## src/rtl/jtopl_timers_if.sv

```systemverilog
// Timer control and status bundle between the register map (master) and the
// Timer A/B block (slave).
interface jtopl_timers_if;
  logic       cenop_i;
  logic       zero_i;
  logic [7:0] value_a_i;
  logic [7:0] value_b_i;
  logic       load_a_i;
  logic       load_b_i;
  logic       flagen_a_i;
  logic       flagen_b_i;
  logic       clr_flag_a_i;
  logic       clr_flag_b_i;
  logic       flag_a_o;
  logic       flag_b_o;
  logic       overflow_a_o;
  logic       irq_n_o;
  logic [7:0] status_o;

  modport master (
    output cenop_i, zero_i, value_a_i, value_b_i, load_a_i, load_b_i,
           flagen_a_i, flagen_b_i, clr_flag_a_i, clr_flag_b_i,
    input  flag_a_o, flag_b_o, overflow_a_o, irq_n_o, status_o
  );

  modport slave (
    input  cenop_i, zero_i, value_a_i, value_b_i, load_a_i, load_b_i,
           flagen_a_i, flagen_b_i, clr_flag_a_i, clr_flag_b_i,
    output flag_a_o, flag_b_o, overflow_a_o, irq_n_o, status_o
  );
endinterface

```

## src/rtl/jtopl_timers.sv

```systemverilog
// OPL Timer A / Timer B: two 8-bit up-counters stepped from a shared sample-tick
// prescaler, with per-timer flags, a registered IRQ and the status byte.
module jtopl_timers #(
  parameter int unsigned PRE_A = 4,
  parameter int unsigned PRE_B = 16  // power of two, multiple of PRE_A
) (
  input logic              clk,
  input logic              rst,
  jtopl_timers_if.slave    tmr
);

  localparam int PW = $clog2(PRE_B);

  logic [PW-1:0] presc_q, presc_d;
  logic [31:0]   presc_ext;
  logic          tick, step_a, step_b;

  logic [7:0]    cnt_a_q, cnt_a_d, cnt_b_q, cnt_b_d;
  logic          load_a_prev_q, load_b_prev_q;
  logic          rise_a, rise_b, ovf_a, ovf_b;

  logic          flag_a_q, flag_a_d, flag_b_q, flag_b_d;
  logic          ovf_a_q;
  logic          irq_n_q;

  assign tick      = tmr.cenop_i & tmr.zero_i;
  assign presc_ext = 32'(presc_q);
  assign presc_d   = (presc_q == PW'(PRE_B - 1)) ? '0 : presc_q + PW'(1);
  assign step_a    = tick & ((presc_ext % PRE_A) == (PRE_A - 1));
  assign step_b    = tick & (presc_q == PW'(PRE_B - 1));

  // A rising load edge reloads the counter and swallows any step in that cycle.
  assign rise_a = tmr.load_a_i & ~load_a_prev_q;
  assign rise_b = tmr.load_b_i & ~load_b_prev_q;
  assign ovf_a  = tmr.load_a_i & ~rise_a & step_a & (cnt_a_q == 8'hFF);
  assign ovf_b  = tmr.load_b_i & ~rise_b & step_b & (cnt_b_q == 8'hFF);

  always_comb begin
    cnt_a_d = cnt_a_q;
    if (rise_a) begin
      cnt_a_d = tmr.value_a_i;
    end else if (tmr.load_a_i && step_a) begin
      cnt_a_d = (cnt_a_q == 8'hFF) ? tmr.value_a_i : cnt_a_q + 8'd1;
    end
  end

  always_comb begin
    cnt_b_d = cnt_b_q;
    if (rise_b) begin
      cnt_b_d = tmr.value_b_i;
    end else if (tmr.load_b_i && step_b) begin
      cnt_b_d = (cnt_b_q == 8'hFF) ? tmr.value_b_i : cnt_b_q + 8'd1;
    end
  end

  // Set beats clear so an overflow coinciding with a clear is never lost.
  always_comb begin
    flag_a_d = flag_a_q;
    if (ovf_a && tmr.flagen_a_i) begin
      flag_a_d = 1'b1;
    end else if (tmr.clr_flag_a_i) begin
      flag_a_d = 1'b0;
    end
  end

  always_comb begin
    flag_b_d = flag_b_q;
    if (ovf_b && tmr.flagen_b_i) begin
      flag_b_d = 1'b1;
    end else if (tmr.clr_flag_b_i) begin
      flag_b_d = 1'b0;
    end
  end

  always_ff @(posedge clk or posedge rst) begin
    if (rst) begin
      presc_q       <= '0;
      cnt_a_q       <= 8'h00;
      cnt_b_q       <= 8'h00;
      load_a_prev_q <= 1'b0;
      load_b_prev_q <= 1'b0;
      ovf_a_q       <= 1'b0;
      flag_a_q      <= 1'b0;
      flag_b_q      <= 1'b0;
      irq_n_q       <= 1'b1;
    end else begin
      if (tick) begin
        presc_q <= presc_d;
      end
      if (tmr.cenop_i) begin
        load_a_prev_q <= tmr.load_a_i;
        load_b_prev_q <= tmr.load_b_i;
        cnt_a_q       <= cnt_a_d;
        cnt_b_q       <= cnt_b_d;
        ovf_a_q       <= ovf_a;
      end
      flag_a_q <= flag_a_d;
      flag_b_q <= flag_b_d;
      irq_n_q  <= ~(flag_a_q | flag_b_q);
    end
  end

  assign tmr.flag_a_o     = flag_a_q;
  assign tmr.flag_b_o     = flag_b_q;
  assign tmr.overflow_a_o = ovf_a_q;
  assign tmr.irq_n_o      = irq_n_q;
  assign tmr.status_o     = {~irq_n_q, flag_a_q, flag_b_q, 5'b00000};

endmodule

```

## src/flat_wrapper.sv

```systemverilog
// flat-port wrapper written by rule: the top's interface ports become plain ports
module jtopl_timers_flat 
#(
  parameter int unsigned PRE_A = 4,
  parameter int unsigned PRE_B = 16                                    
)
  (clk, rst, tmr_cenop_i, tmr_zero_i, tmr_value_a_i, tmr_value_b_i, tmr_load_a_i, tmr_load_b_i, tmr_flagen_a_i, tmr_flagen_b_i, tmr_clr_flag_a_i, tmr_clr_flag_b_i, tmr_flag_a_o, tmr_flag_b_o, tmr_overflow_a_o, tmr_irq_n_o, tmr_status_o);
  jtopl_timers_if tmr_i ();
  input logic clk;
  input logic rst;
  input wire logic [$bits(tmr_i.cenop_i)-1:0] tmr_cenop_i;
  input wire logic [$bits(tmr_i.zero_i)-1:0] tmr_zero_i;
  input wire logic [$bits(tmr_i.value_a_i)-1:0] tmr_value_a_i;
  input wire logic [$bits(tmr_i.value_b_i)-1:0] tmr_value_b_i;
  input wire logic [$bits(tmr_i.load_a_i)-1:0] tmr_load_a_i;
  input wire logic [$bits(tmr_i.load_b_i)-1:0] tmr_load_b_i;
  input wire logic [$bits(tmr_i.flagen_a_i)-1:0] tmr_flagen_a_i;
  input wire logic [$bits(tmr_i.flagen_b_i)-1:0] tmr_flagen_b_i;
  input wire logic [$bits(tmr_i.clr_flag_a_i)-1:0] tmr_clr_flag_a_i;
  input wire logic [$bits(tmr_i.clr_flag_b_i)-1:0] tmr_clr_flag_b_i;
  output wire logic [$bits(tmr_i.flag_a_o)-1:0] tmr_flag_a_o;
  output wire logic [$bits(tmr_i.flag_b_o)-1:0] tmr_flag_b_o;
  output wire logic [$bits(tmr_i.overflow_a_o)-1:0] tmr_overflow_a_o;
  output wire logic [$bits(tmr_i.irq_n_o)-1:0] tmr_irq_n_o;
  output wire logic [$bits(tmr_i.status_o)-1:0] tmr_status_o;
  assign tmr_i.cenop_i = tmr_cenop_i;
  assign tmr_i.zero_i = tmr_zero_i;
  assign tmr_i.value_a_i = tmr_value_a_i;
  assign tmr_i.value_b_i = tmr_value_b_i;
  assign tmr_i.load_a_i = tmr_load_a_i;
  assign tmr_i.load_b_i = tmr_load_b_i;
  assign tmr_i.flagen_a_i = tmr_flagen_a_i;
  assign tmr_i.flagen_b_i = tmr_flagen_b_i;
  assign tmr_i.clr_flag_a_i = tmr_clr_flag_a_i;
  assign tmr_i.clr_flag_b_i = tmr_clr_flag_b_i;
  assign tmr_flag_a_o = tmr_i.flag_a_o;
  assign tmr_flag_b_o = tmr_i.flag_b_o;
  assign tmr_overflow_a_o = tmr_i.overflow_a_o;
  assign tmr_irq_n_o = tmr_i.irq_n_o;
  assign tmr_status_o = tmr_i.status_o;
  jtopl_timers #(.PRE_A(PRE_A), .PRE_B(PRE_B)) u_core (.clk(clk), .rst(rst), .tmr(tmr_i));
endmodule
```

## config.mk

```make
export PLATFORM = sky130hd
export DESIGN_NAME = jtopl_timers_flat
export DESIGN_NICKNAME = d
export VERILOG_FILES = /design/src/rtl/jtopl_timers_if.sv /design/src/rtl/jtopl_timers.sv /design/src/flat_wrapper.sv
export SDC_FILE = /design/constraint.sdc
export NUM_CORES = 1
export LEC_CHECK = 0
export BUFFER_PORTS_ARGS = -buffer_cell sky130_fd_sc_hd__buf_2
export CORE_ASPECT_RATIO = 2
export CORE_UTILIZATION = 52
export DETAILED_ROUTE_END_ITERATION = 10
export GPL_TIMING_DRIVEN = 0
export MAX_ROUTING_LAYER = met4
export PLACE_DENSITY_LB_ADDON = 0.3
export SYNTH_ARGS = -nofsm -noshare
export SYNTH_HDL_FRONTEND = slang
export SYNTH_SLANG_ARGS = --single-unit
```

## constraint.sdc

```tcl
create_clock -name clk -period 2.15 [get_ports clk]
set_clock_uncertainty 0.05 [all_clocks]
set_input_delay 0.3225 -clock clk [delete_from_list [all_inputs] [get_ports clk]]
set_output_delay 0.3225 -clock clk [all_outputs]
set_load 0.02 [all_outputs]
```

Word level (Yosys, flattened, before mapping)

Cells that the tools add are included.

Bits of input ports: 26
Bits in registers: 26

Add/subtract/negate cells: 3
Multiplexer cells: 11
Reduce and logical (&&, ||, !) cells: 10
Bitwise gates (word level): 18
Equality and inequality tests: 4

Operators by type and width:

| kind                  | number |
|---|---|
| $mux W8               | 6 |
| $add A8 B1 Y8 const B | 2 |
| $eq A8 B8 Y1 const B  | 2 |
| $and A1 B1 Y1         | 11 |
| $reduce_bool A2 Y1    | 4 |
| $not A1 Y1            | 6 |
| $add A4 B1 Y4 const B | 1 |
| $eq A4 B4 Y1 const B  | 1 |
| $logic_and A1 B1 Y1   | 4 |
| $mux W1               | 4 |
| $mux W4               | 1 |
| $reduce_and A2 Y1     | 2 |
| $eq A2 B2 Y1 const B  | 1 |
| $or A1 B1 Y1          | 1 |

Depth between registers and ports, before layout

Gate-level depths: netlist of run 1.

Depth in word-level cells: 8
Depth in mapped cells: 6

Worst setup path after synthesis of run 1

OpenSTA, ideal clock, no wires.

Kind: flip-flop to flip-flop
Start point: register u_core.cnt_b_q[0]
End point: register u_core.cnt_b_q[0]
Arrival: 1494 ps
Stages on the path, launching flop included: 7
Data required time: 2031 ps
Period minus slack after synthesis: 1613 ps
Setup slack: 537 ps
Cell sequence: dfrtp_1 ha_1 and3_1 a21o_1 buf_2 or3_1 nand3_1

Longest elaborated chain between the ends: 4
Elaborated cells between the ends (all ways): 5
Those cells by class: add/sub (1); eq/ne (1); mux (3)

Ends and longest elaborated chain:

| item                                                 | RTL line           | text |
|---|---|---|
| start: declaration                                   | jtopl_timers.sv:18 | `logic [7:0] cnt_a_q, cnt_a_d, cnt_b_q, cnt_b_d;` |
| start signal: assignment                             | jtopl_timers.sv:94 | `cnt_b_q <= cnt_b_d;` |
| $add A8 B1 Y8 / $eq A8 B8 Y1 (equally long branches) | jtopl_timers.sv:52 | `cnt_b_d = (cnt_b_q == 8'hFF) ? tmr.value_b_i : cnt_b_q + 8'd1;` |
| $mux W8 (*)                                          | jtopl_timers.sv:52 |  |
| $mux W8 (*)                                          | jtopl_timers.sv:51 | `end else if (tmr.load_b_i && step_b) begin` |
| $mux W8 (*)                                          | jtopl_timers.sv:49 | `if (rise_b) begin` |

Every way passes the cells marked *; elsewhere a longest branch is shown, timed or not. The select of a mux whose other input is x is not followed.
A chain may end at the register's enable or synchronous reset.

Worst setup path after layout of run 1

Start point: register u_core.presc_q[0]
End point: register u_core.cnt_a_q[6]

Longest elaborated chain between the ends: 5

Ends and longest elaborated chain:

| item                                | RTL line           | text |
|---|---|---|
| start: declaration                  | jtopl_timers.sv:14 | `logic [PW-1:0] presc_q, presc_d;` |
| start signal: assignment            | jtopl_timers.sv:88 | `presc_q <= presc_d;` |
| $eq A2 B2 Y1                        | jtopl_timers.sv:29 | `assign step_a = tick & ((presc_ext % PRE_A) == (PRE_A - 1));` |
| $and A1 B1 Y1                       | jtopl_timers.sv:29 |  |
| $logic_and A1 B1 Y1                 | jtopl_timers.sv:42 | `end else if (tmr.load_a_i && step_a) begin` |
| $reduce_bool A2 Y1 (no source line) | n/a                |  |
| $reduce_and A2 Y1 (no source line)  | n/a                |  |
| end signal: assignment              | jtopl_timers.sv:93 | `cnt_a_q <= cnt_a_d;` |
| end: declaration                    | jtopl_timers.sv:18 |  |

Every way passes these cells.

==> results.md, run 1 <==
* Most area-consuming cells after synthesis: dfrtp_1 41%, o21ai_0 6.9%, a21oi_1 3.9%
* 1st-iter DRT viols at 64
* Warnings, synthesis at 0
* Initial antenna violation count at 0
* Top_reg_cell synth: dfrtp_1
* Die Ht at 78.7 µm
* Number of flops mapped to enable cells by yosys at 0
* CP delay by family, top: compound AO/OA/AOI/OAI gates
* Crit path required time at 2260 ps
* Post-Layout Cell Count at 241
* Deepest clock path buffer count at 2
* Core area at 2770 µm²
* Post-route minimum period at 1840 ps
* Sequential share of the synthesized area at 42.6%
* Tightest Pin Transition at 983 ps
* Via density at 5.99
* Total number of vias at 1444
* Vias in the first global route at 1371
* Top cell type by total area after synthesis: dfrtp_1
* Buffers on Ports at 31
* First-pass GRT wire length at 5.44 mm
* TritonCTS Buffers at 3
* Hold Vio Cnt, Final at 0
* Yosys cell types at 39
* Clock slew at reported path FFs at 90 ps
* Pin count of the biggest net entering global routing at 27
* Dpl cells at 237
* RSZ-0062 raised after global routing: false
* Antenna diodes at 0
* Post-synth top area share at 40.9%
* Tot GR Track Use at 24.4%
* Die area at 3170 µm²
* Async SR Flop Fraction at 100%
* Pleak at 0.848 nW
* Root Driver: clkbuf_8
* Pwr Total at 1.67 mW
* CTS tree: done
* Htree depth at 1
* DRT Pass-1 Iters at 4
* CTS-repair resized insts at 0
* Period Utilization, post-route at 85.4%
* Routability congestion estimate from global placement at 0.756
* Area growth syn-to-layout at 18.2%
* Worst Hold Class: in -> reg
* Peak VDD IR at 0.509 mV
* Cell Area, Synth at 1530 µm²
* Drt total wl at 3.50 mm
* Element type at the critical path end: flip-flop
* Post-route ant nets at 0
* Crit path largest cell delay at 420 ps
* Most common cell after layout, fill and taps aside: buf_2
* Share of post-route cells with drive strength above 1 at 23.6%
* Worst path depth at 5
* HPWL after DPL at 2.76 mm
* Most frequent cells in the layout: 35 x buf_2, 25 x dfrtp_1, 21 x o21ai_0
* Final setup vio count at 0
* CTS sink count at 26
* Rows at 27
* Die span in x at 40.3 µm
* Filler instances at 245
* Kind of critical path: reg -> reg
* Synthesized instance count at 173
* Worst Hold Depth at 2
* Outcome: completed
* GRT overflow at 0
* Max_cap viols at 0
* Post-synthesis register bit count at 26
* Slowest-stage cell, CP: dfrtp_1
* Average size of a mapped cell at 8.84 µm²
* Fmax at 0.545 GHz
* Critical Path Fanout Max at 8
* # nets final at 242
* Drt wl/cell at 14.5 µm
* R2R cell count at 5
* Later-pin clock latency in the skew report at 270 ps
* CP cell instances: ha_1 > nand2_1 > a21oi_2 > o21ai_0 > a211o_1
* Final TNS setup at 0 ps
* Post-CTS Hold Fix Bufs at 0
* Post-CTS setup buffer count at 0
* IO Pins at 38
* Buf+Inv Stages, Crit Path at 0
* Initial Util at 55.2%
* Critical Path Start Type: flip-flop
* Area occupied by multi-input gates at 786 µm²
* Power per cell area at 925 nW/µm²
* Crit path DAT at 1950 ps
* Residual DRC at 0
* Register area at 652 µm²
* Slew Limit Headroom at 34.4%
* Final Max Tran Viols at 0
[metal layers]
| metal | vias to the layer above | wire [µm] | global-route usage [%] |
|---|---|---|---|
| li1 | 701 | - | - |
| met1 | 701 | 1220 | 22.9 |
| met2 | 36 | 2130 | 46.3 |
| met3 | 6 | 97 | 2.54 |
| met4 | 0 | 43 | 6.67 |
| met5 | - | 0 | - |
[worst reg2reg max path, stage by stage, from the launching register on]
cell	delay (ps)
dfrtp_1	420
ha_1	280
nand2_1	120
a21oi_2	340
o21ai_0	190
a211o_1	320
[kinds of logic (layout without fill, tap and decap cells)]
| family | after synthesis | after routing | share of synthesized area (%) |
|---|---|---|---|
| DFF | 26 | 26 | 42.6 |
| adders and majority gates | 3 | 3 | 2.46 |
| AOI/OAI and AO/OA | 52 | 52 | 21.4 |
| other | 1 | 5 | 0.245 |
| xor gates and xnor gates | 1 | 1 | 0.573 |
| and+or+nand+nor | 64 | 64 | 21.8 |
| buffers and inverters | 20 | 55 | 6.96 |
| muxes | 6 | 6 | 4.01 |
[layout make-up]
| type | instances | share of cell area [%] |
|---|---|---|
| repair buffers | 31 | 8.59 |
| multi-input cells | 131 | 43.5 |
| clock inverters | 1 | 1.66 |
| inverters | 9 | 1.87 |
| well taps | 29 | 2.01 |
| plain buffers | 11 | 4.02 |
| clock buffers | 3 | 2.29 |
| flip-flops and latches | 26 | 36.1 |
[report_power, final]
part / internal, mW / switching [mW] / total, mW
Sequential: 0.639 / 0.196 / 0.836
Clock: 0.249 / 0.151 / 0.400
Combinational: 0.204 / 0.232 / 0.435
[cell usage after synthesis (2+ instances only)]
cell type and n:
a21oi_1 12, nand2_1 15, nor3b_1 2, dfrtp_1 25, o21ai_0 21, buf_4 7, nor4_1 5, ha_1 3
buf_2 4, inv_1 9, and3_1 2, a21o_1 5, or3_1 2, nand4_1 8, mux2i_1 5, nor2b_1 3
o2bb2ai_1 4, nand3_1 10, nor2_1 11
[state kept, by name, summed over array words and instances, names as in the netlist]
name / count
u_core.tmr.irq_n_o: 1
u_core.tmr.overflow_a_o: 1
u_core.cnt_a_q: 8
u_core.presc_q: 4
u_core.load_a_prev_q: 1
u_core.tmr.flag_b_o: 1
u_core.load_b_prev_q: 1
u_core.cnt_b_q: 8
u_core.tmr.flag_a_o: 1
[per-stage QoR]
stage	setup slack [ps]	cell area, µm²	hold WS (ps)	util, %
finish	314	1810	182	65.2
CTS	322	1810	183	65.2
detailed placement	341	1740	377	62.6
floorplan	537	1540	312	-
global placement	429	1740	365	62.6
global route	240	1810	181	65.2
[path summary, 6_finish.rpt]
kind,start,to,slack [ps]
max in group asynchronous,rst,u_core.load_a_prev_q,1230
setup reg to reg,u_core.presc_q[0],u_core.cnt_a_q[6],310
setup / recovery,u_core.presc_q[0],u_core.cnt_a_q[6],310
hold / removal,tmr_clr_flag_a_i,u_core.tmr.flag_a_o,180
min in group asynchronous,rst,u_core.cnt_b_q[6],210
hold reg to reg,u_core.tmr.flag_a_o,u_core.tmr.irq_n_o,390
No activity file was read; power rests on OpenSTA's default activity.
==> run 2, diff against run 1 <==
- CELL_PAD_IN_SITES_DETAIL_PLACEMENT: unset -> 0
- CELL_PAD_IN_SITES_GLOBAL_PLACEMENT: unset -> 2
- CORE_UTILIZATION: 52 -> 31
==> run 2 against run 1 <==
- core utilization is 27 points lower
- critical endpoint unchanged
- first-iteration DRC count is 72% lower
- critical path depth stayed put
- fmax is 2.1% higher
- final cell count is 11% higher
- global-route usage is 8.4 points lower
- largest cell class unchanged
- sequential cell count stayed put
==> results.md, run 2 (synthesis results as in run 1) <==
* Outcome: completed
* TritonCTS Buffers at 3 (unchanged)
* Deepest clock path buffer count at 2 (unchanged)
* R2R cell count at 5 (unchanged)
* RSZ-0062 raised after global routing: false
* CP delay by family, top: compound AO/OA/AOI/OAI gates
* Fmax at 0.556 GHz (+2.1%)
* Post-CTS setup buffer count at 0 (unchanged)
* Slowest-stage cell, CP: dfrtp_1
* CTS-repair resized insts at 0 (unchanged)
* Worst Hold Depth at 2 (unchanged)
* Clock slew at reported path FFs at 90 ps (about the same)
* Post-CTS Hold Fix Bufs at 0 (unchanged)
* Post-route ant nets at 0 (unchanged)
* Critical Path Start Type: flip-flop
* Later-pin clock latency in the skew report at 270 ps (about the same)
* Element type at the critical path end: flip-flop
* Sequential Power Share at 53.8% (+3.8 points)
* Rows at 35 (+30%)
* Crit path required time at 2260 ps (about the same)
* Share of post-route cells with drive strength above 1 at 23.1% (-0.47 points)
* Initial Util at 32.6% (-23 points)
* Root Driver: clkbuf_8
* Post-route minimum period at 1800 ps (-37.8 ps)
* Register area at 652 µm² (unchanged)
* Routability congestion estimate from global placement at 0.804 (+6.3%)
* Most common cell after layout, fill and taps aside: buf_2
* Vias in the first global route at 1333 (-2.8%)
* HPWL after DPL at 3.04 mm (+10%)
* Post-place setup slack at 377 ps (+35.2 ps)
* CTS tree: done
* Internal power at 0.976 mW (-11%)
* # nets final at 242 (unchanged)
* Drt wl/cell at 14.4 µm (-0.94%)
* Area occupied by multi-input gates at 786 µm² (unchanged)
* Via density at 5.30 (-12%)
* 1st-iter DRT viols at 18 (-72%)
* Peak VDD IR at 0.525 mV (+3.2%)
* Sw power at 0.582 mW (+0.59%)
* Crit path largest cell delay at 430 ps (about the same)
* CP cell instances: ha_1 > nand2_1 > a21oi_2 > o21ai_0 > a211o_1
* First-pass GRT wire length at 6.09 mm (+12%)
* Pwr Total at 1.56 mW (-6.8%)
* Fraction of power consumed by combinational cells at 28.0% (+1.9 points)
* Die span in x at 51.7 µm (+28%)
* Worst path depth at 5 (unchanged)
* Kind of critical path: reg -> reg
* Buffers on Ports at 31 (unchanged)
* IO Pins at 38 (unchanged)
* Htree depth at 1 (unchanged)
* Initial antenna violation count at 0 (unchanged)
* Tot GR Track Use at 16.0% (-8.4 points)
* Antenna diodes at 0 (unchanged)
* Filler instances at 500 (+100%)
* Final setup vio count at 0 (unchanged)
* CTS sink count at 26 (unchanged)
* Crit path DAT at 1900 ps (-50 ps)
* Worst Hold Class: in -> reg
* Pleak at 0.835 nW (-1.5%)
* DRT Pass-1 Iters at 4 (unchanged)
* Setup WS post-layout at 352 ps (+37.8 ps)
* Most frequent cells in the layout: 35 x buf_2, 25 x dfrtp_1, 21 x o21ai_0
* Slew Limit Headroom at 32.4% (-2.0 points)
* Area growth syn-to-layout at 18.6%
* Critical Path Fanout Max at 8 (unchanged)
* Clock power share at 18.3% (-5.6 points)
* Final Max Tran Viols at 0 (unchanged)
* Drt total wl at 3.84 mm (+9.7%)
* Switching share of power at 37.4% (+2.7 points)
* Final TNS setup at 0 ps (unchanged)
* Hold Vio Cnt, Final at 0 (unchanged)
* Pin count of the biggest net entering global routing at 27 (unchanged)
* Die Ht at 101 µm (+29%)
* Total number of vias at 1415 (-2.0%)
* Residual DRC at 0 (unchanged)
* Power per cell area at 859 nW/µm² (-7.1%)
* Core area at 4690 µm² (+69%)
* Max_cap viols at 0 (unchanged)
* Tightest Pin Transition at 1010 ps (+30.2 ps)
* Die area at 5230 µm² (+65%)
* Period Utilization, post-route at 83.6% (-1.8 points)
* Biggest regs: u_core.cnt_a_q (8), u_core.cnt_b_q (8), u_core.presc_q (4)
* GRT overflow at 0 (unchanged)
* Buf+Inv Stages, Crit Path at 0 (unchanged)
[run 2: cell count changes in the layout (fill, tap and decap cells not counted), sizes merged]
cell | previous run | this run
bufinv | 1 | 0
clkbuf | 3 | 4
[run 2: path summary, 6_finish.rpt]
check / startpoint / endpoint / slack, ps
min in group asynchronous: rst / u_core.load_a_prev_q / 230
hold / removal: tmr_clr_flag_b_i / u_core.tmr.flag_b_o / 190
setup / recovery: u_core.presc_q[0] / u_core.cnt_a_q[6] / 350
setup reg to reg: u_core.presc_q[0] / u_core.cnt_a_q[6] / 350
max in group asynchronous: rst / u_core.cnt_b_q[4] / 1200
hold reg to reg: u_core.tmr.flag_b_o / u_core.tmr.irq_n_o / 400
[run 2: power by group through the flow]
stage                     combinational, mW  sequential [mW]  clock, mW
final                                 0.436            0.838      0.284
after global routing                  0.504            0.866      0.312
after CTS                             0.443            0.837      0.297
after detailed placement              0.441            0.846          0
after global placement                0.413            0.835          0
after floorplan                       0.339            0.788          0
[run 2: per-stage QoR]
step	area (µm²)	util, %	instances	hold WS, ps
after global placement	1770	37.7	263	370
after CTS	1810	38.7	267	180
after detailed placement	1770	37.7	263	384
final	1810	38.7	267	189
after global routing	1810	38.7	267	191
after floorplan	1540	-	177	312
[run 2: layer usage]
metal  GRT usage, %  wire length, µm
met1           16.0             1440
met2           30.1             2240
met3           1.35               77
met4           6.86               82
met5              -                0
[run 2: layout make-up]
type	instances	share of cell area (%)
inverters	9	1.86
flip-flops and latches	26	36.0
plain buffers	11	4.00
clock buffers	4	2.48
well taps	55	3.80
multi-input cells	131	43.3
repair buffers	31	8.56
==> run 3, diff against run 2 <==
- CORE_UTILIZATION: 31 -> 28
- clock period: 2.15 -> 1.6 ns (I/O delays scaled with it)
==> run 3 against run 2 <==
- the run now ends with setup timing left
- critical path depth stayed put
- via count grew 0.78%
- sequential share of layout area is 3.9 points lower
- register-to-register slack got worse by 380 ps
- design area rose by 12%
- worst setup slack worse by 380 ps
- core utilization is 0.55 points higher
- critical endpoint is now u_core.cnt_b_q[6]
- highest routed layer unchanged
==> results.md, run 3 (synthesis results as in run 1) <==
* Buffers on Ports at 31 (unchanged)
* Slew Limit Headroom at 31.3% (-1.1 points)
* Critical Path Fanout Max at 4 (-4)
* R2r endpoint: u_core.cnt_b_q[6]
* Tightest Pin Transition at 1030 ps (+16.7 ps)
* Reg2Reg Setup Slack at -30 ps (-380 ps)
* IO Pins at 38 (unchanged)
* Filler instances at 572 (+14%)
* Drt wl/cell at 13.7 µm (-5.1%)
* Core area at 5180 µm² (+11%)
* Post-route ant nets at 0 (unchanged)
* Rows at 37 (+5.7%)
* Biggest regs: u_core.cnt_a_q (8), u_core.cnt_b_q (8), u_core.presc_q (4)
* 1st-iter DRT viols at 20 (+2)
* Most frequent cells in the layout: 33 x buf_2, 25 x dfrtp_1, 23 x buf_4
* Tot GR Track Use at 15.5% (-0.49 points)
* Crit path largest cell delay at 480 ps (+50 ps)
* Die area at 5780 µm² (+10%)
* Via density at 4.99 (-5.9%)
* Max_cap viols at 0 (unchanged)
* Final Max Tran Viols at 0 (unchanged)
* Antenna diodes at 0 (unchanged)
* Period Utilization, post-route at 102% (+18 points)
* Element type at the critical path end: flip-flop
* Initial Util at 29.5% (-3.1 points)
* Deepest clock path buffer count at 2 (unchanged)
* Power per cell area at 1170 nW/µm² (+36%)
* Routability congestion estimate from global placement at 0.769 (-4.4%)
* Peak VDD IR at 0.628 mV (+20%)
* Crit path required time at 1760 ps (-500 ps)
* DRT Pass-1 Iters at 4 (unchanged)
* Reg2reg start: u_core.presc_q[0]
* Slowest-stage cell, CP: or4_1
* CP cell instances: ha_4 > nand4_1 > a21o_1 > or4_1 > nand3_1
* Pleak at 0.924 nW (+11%)
* Die span in x at 54.3 µm (+5.0%)
* Pin count of the biggest net entering global routing at 27 (unchanged)
* TritonCTS Buffers at 3 (unchanged)
* Worst Hold End: u_core.tmr.flag_b_o
* Final setup vio count at 1 (+1)
* Clock slew at reported path FFs at 100 ps (about the same)
* Drt total wl at 3.91 mm (+1.7%)
* Setup WS post-layout at -32.4 ps (-385 ps)
* Hold Vio Cnt, Final at 0 (unchanged)
* # nets final at 258 (+6.6%)
* Dpl cells at 266 (+1.1%)
* HPWL after DPL at 2.97 mm (-2.2%)
* GRT overflow at 0 (unchanged)
* Fmax at 0.613 GHz (+10%)
* Kind of critical path: reg -> reg
* CTS sink count at 26 (unchanged)
* Final TNS setup at -32.4 ps (-32.4 ps)
* Post-Layout Cell Count at 286 (+7.1%)
* Initial antenna violation count at 0 (unchanged)
* Worst Hold Class: in -> reg
* Post-place setup slack at -197 ps (-573 ps)
* Crit path DAT at 1790 ps (-110 ps)
* Residual DRC at 0 (unchanged)
* Die Ht at 107 µm (+5.1%)
* Share of post-route cells with drive strength above 1 at 33.8% (+11 points)
* Failing checks: setup timing
* Hold Crit Start: tmr_clr_flag_b_i
* Later-pin clock latency in the skew report at 270 ps (about the same)
* Critical Path Start Type: flip-flop
* Worst Hold Depth at 2 (unchanged)
* Most common cell after layout, fill and taps aside: buf_2
* First-pass GRT wire length at 6.40 mm (+5.0%)
* Area growth syn-to-layout at 33.1%
* Root Driver: clkbuf_8
* CTS tree: done
* Total number of vias at 1426 (+0.78%)
* Htree depth at 1 (unchanged)
* Vias in the first global route at 1399 (+5.0%)
* RSZ-0062 raised after global routing: true
* Post-route minimum period at 1630 ps (-165 ps)
* Post-CTS Hold Fix Bufs at 0 (unchanged)
* Outcome: complete, but fails checks
* R2R cell count at 5 (unchanged)
run 3: changes by cell type in the layout (fill, tap and decap cells not counted), sizes merged:
cell / change
buf: +15
clkbuf: +1
run 3: worst max path at each step:
stage          slack [ps]  cells after the start               from                end
4_1_cts               -10                      5  u_core.presc_q[1]  u_core.cnt_b_q[3]
2_1_floorplan           4                      5  u_core.presc_q[0]  u_core.cnt_b_q[6]
6_report              -30                      5  u_core.presc_q[0]  u_core.cnt_b_q[6]
3_5_place_dp         -200                      5  u_core.presc_q[0]  u_core.cnt_a_q[6]
5_1_grt              -120                      5  u_core.presc_q[0]  u_core.cnt_b_q[6]
3_3_place_gp         -190                      5  u_core.presc_q[0]  u_core.cnt_a_q[6]
run 3: worst max-delay path: cells and delay by family (launching register included):
kind	cells	cell delay [ps]
flip-flops	1	410
adder cells (fa/ha/maj)	1	170
AND/OR/NAND/NOR	3	700
AO/OA/AOI/OAI	1	240
run 3: layout make-up:
cell class                 count  area (µm²)  share of cell area, %
multi-input combinational    131         856                   42.1
inverter                       9        33.8                   1.66
buffer                        10        70.1                   3.44
timing repair buffer          48         295                   14.5
sequential                    26         652                   32.0
clock buffer                   4        55.1                   2.71
tap                           58        72.6                   3.57
run 3: what timing repair did:
action / 4_1_cts / 5_1_grt
setup buffers: 8 / 9
gates resized for setup: 6 / 12
setup endpoints to repair: 18 / 17
pin swaps: 6 / 3
endpoints found under the hold margin: 0 / 0
gates cloned: 0 / 0
run 3: layer usage:
| layer | vias to the layer above | part of all wire [%] | GRT usage, % |
|---|---|---|---|
| met5 | - | 0 | - |
| met2 | 19 | 59 | 29.1 |
| li1 | 733 | - | - |
| met1 | 672 | 38 | 15.5 |
| met3 | 2 | 2.0 | 1.29 |
| met4 | 0 | 0.67 | 5.13 |
run 3: power by group:
| group | leakage (nW) | total [mW] | switching, mW | internal (mW) |
|---|---|---|---|---|
| logic | 0.582 | 0.805 | 0.367 | 0.438 |
| clock network | 0.0288 | 0.437 | 0.216 | 0.220 |
| registers | 0.313 | 1.13 | 0.272 | 0.859 |
| total | 0.924 | 2.37 | 0.856 | 1.52 |
run 3: per-stage QoR:
step	total power [mW]	hold slack [ps]	utilization, %	area, µm²
global placement	1.72	384	34.3	1780
floorplan	1.52	229	-	1550
global route	2.55	117	39.2	2030
detailed placement	1.72	389	34.3	1780
CTS	2.28	101	37.3	1930
finish	2.37	102	39.2	2030
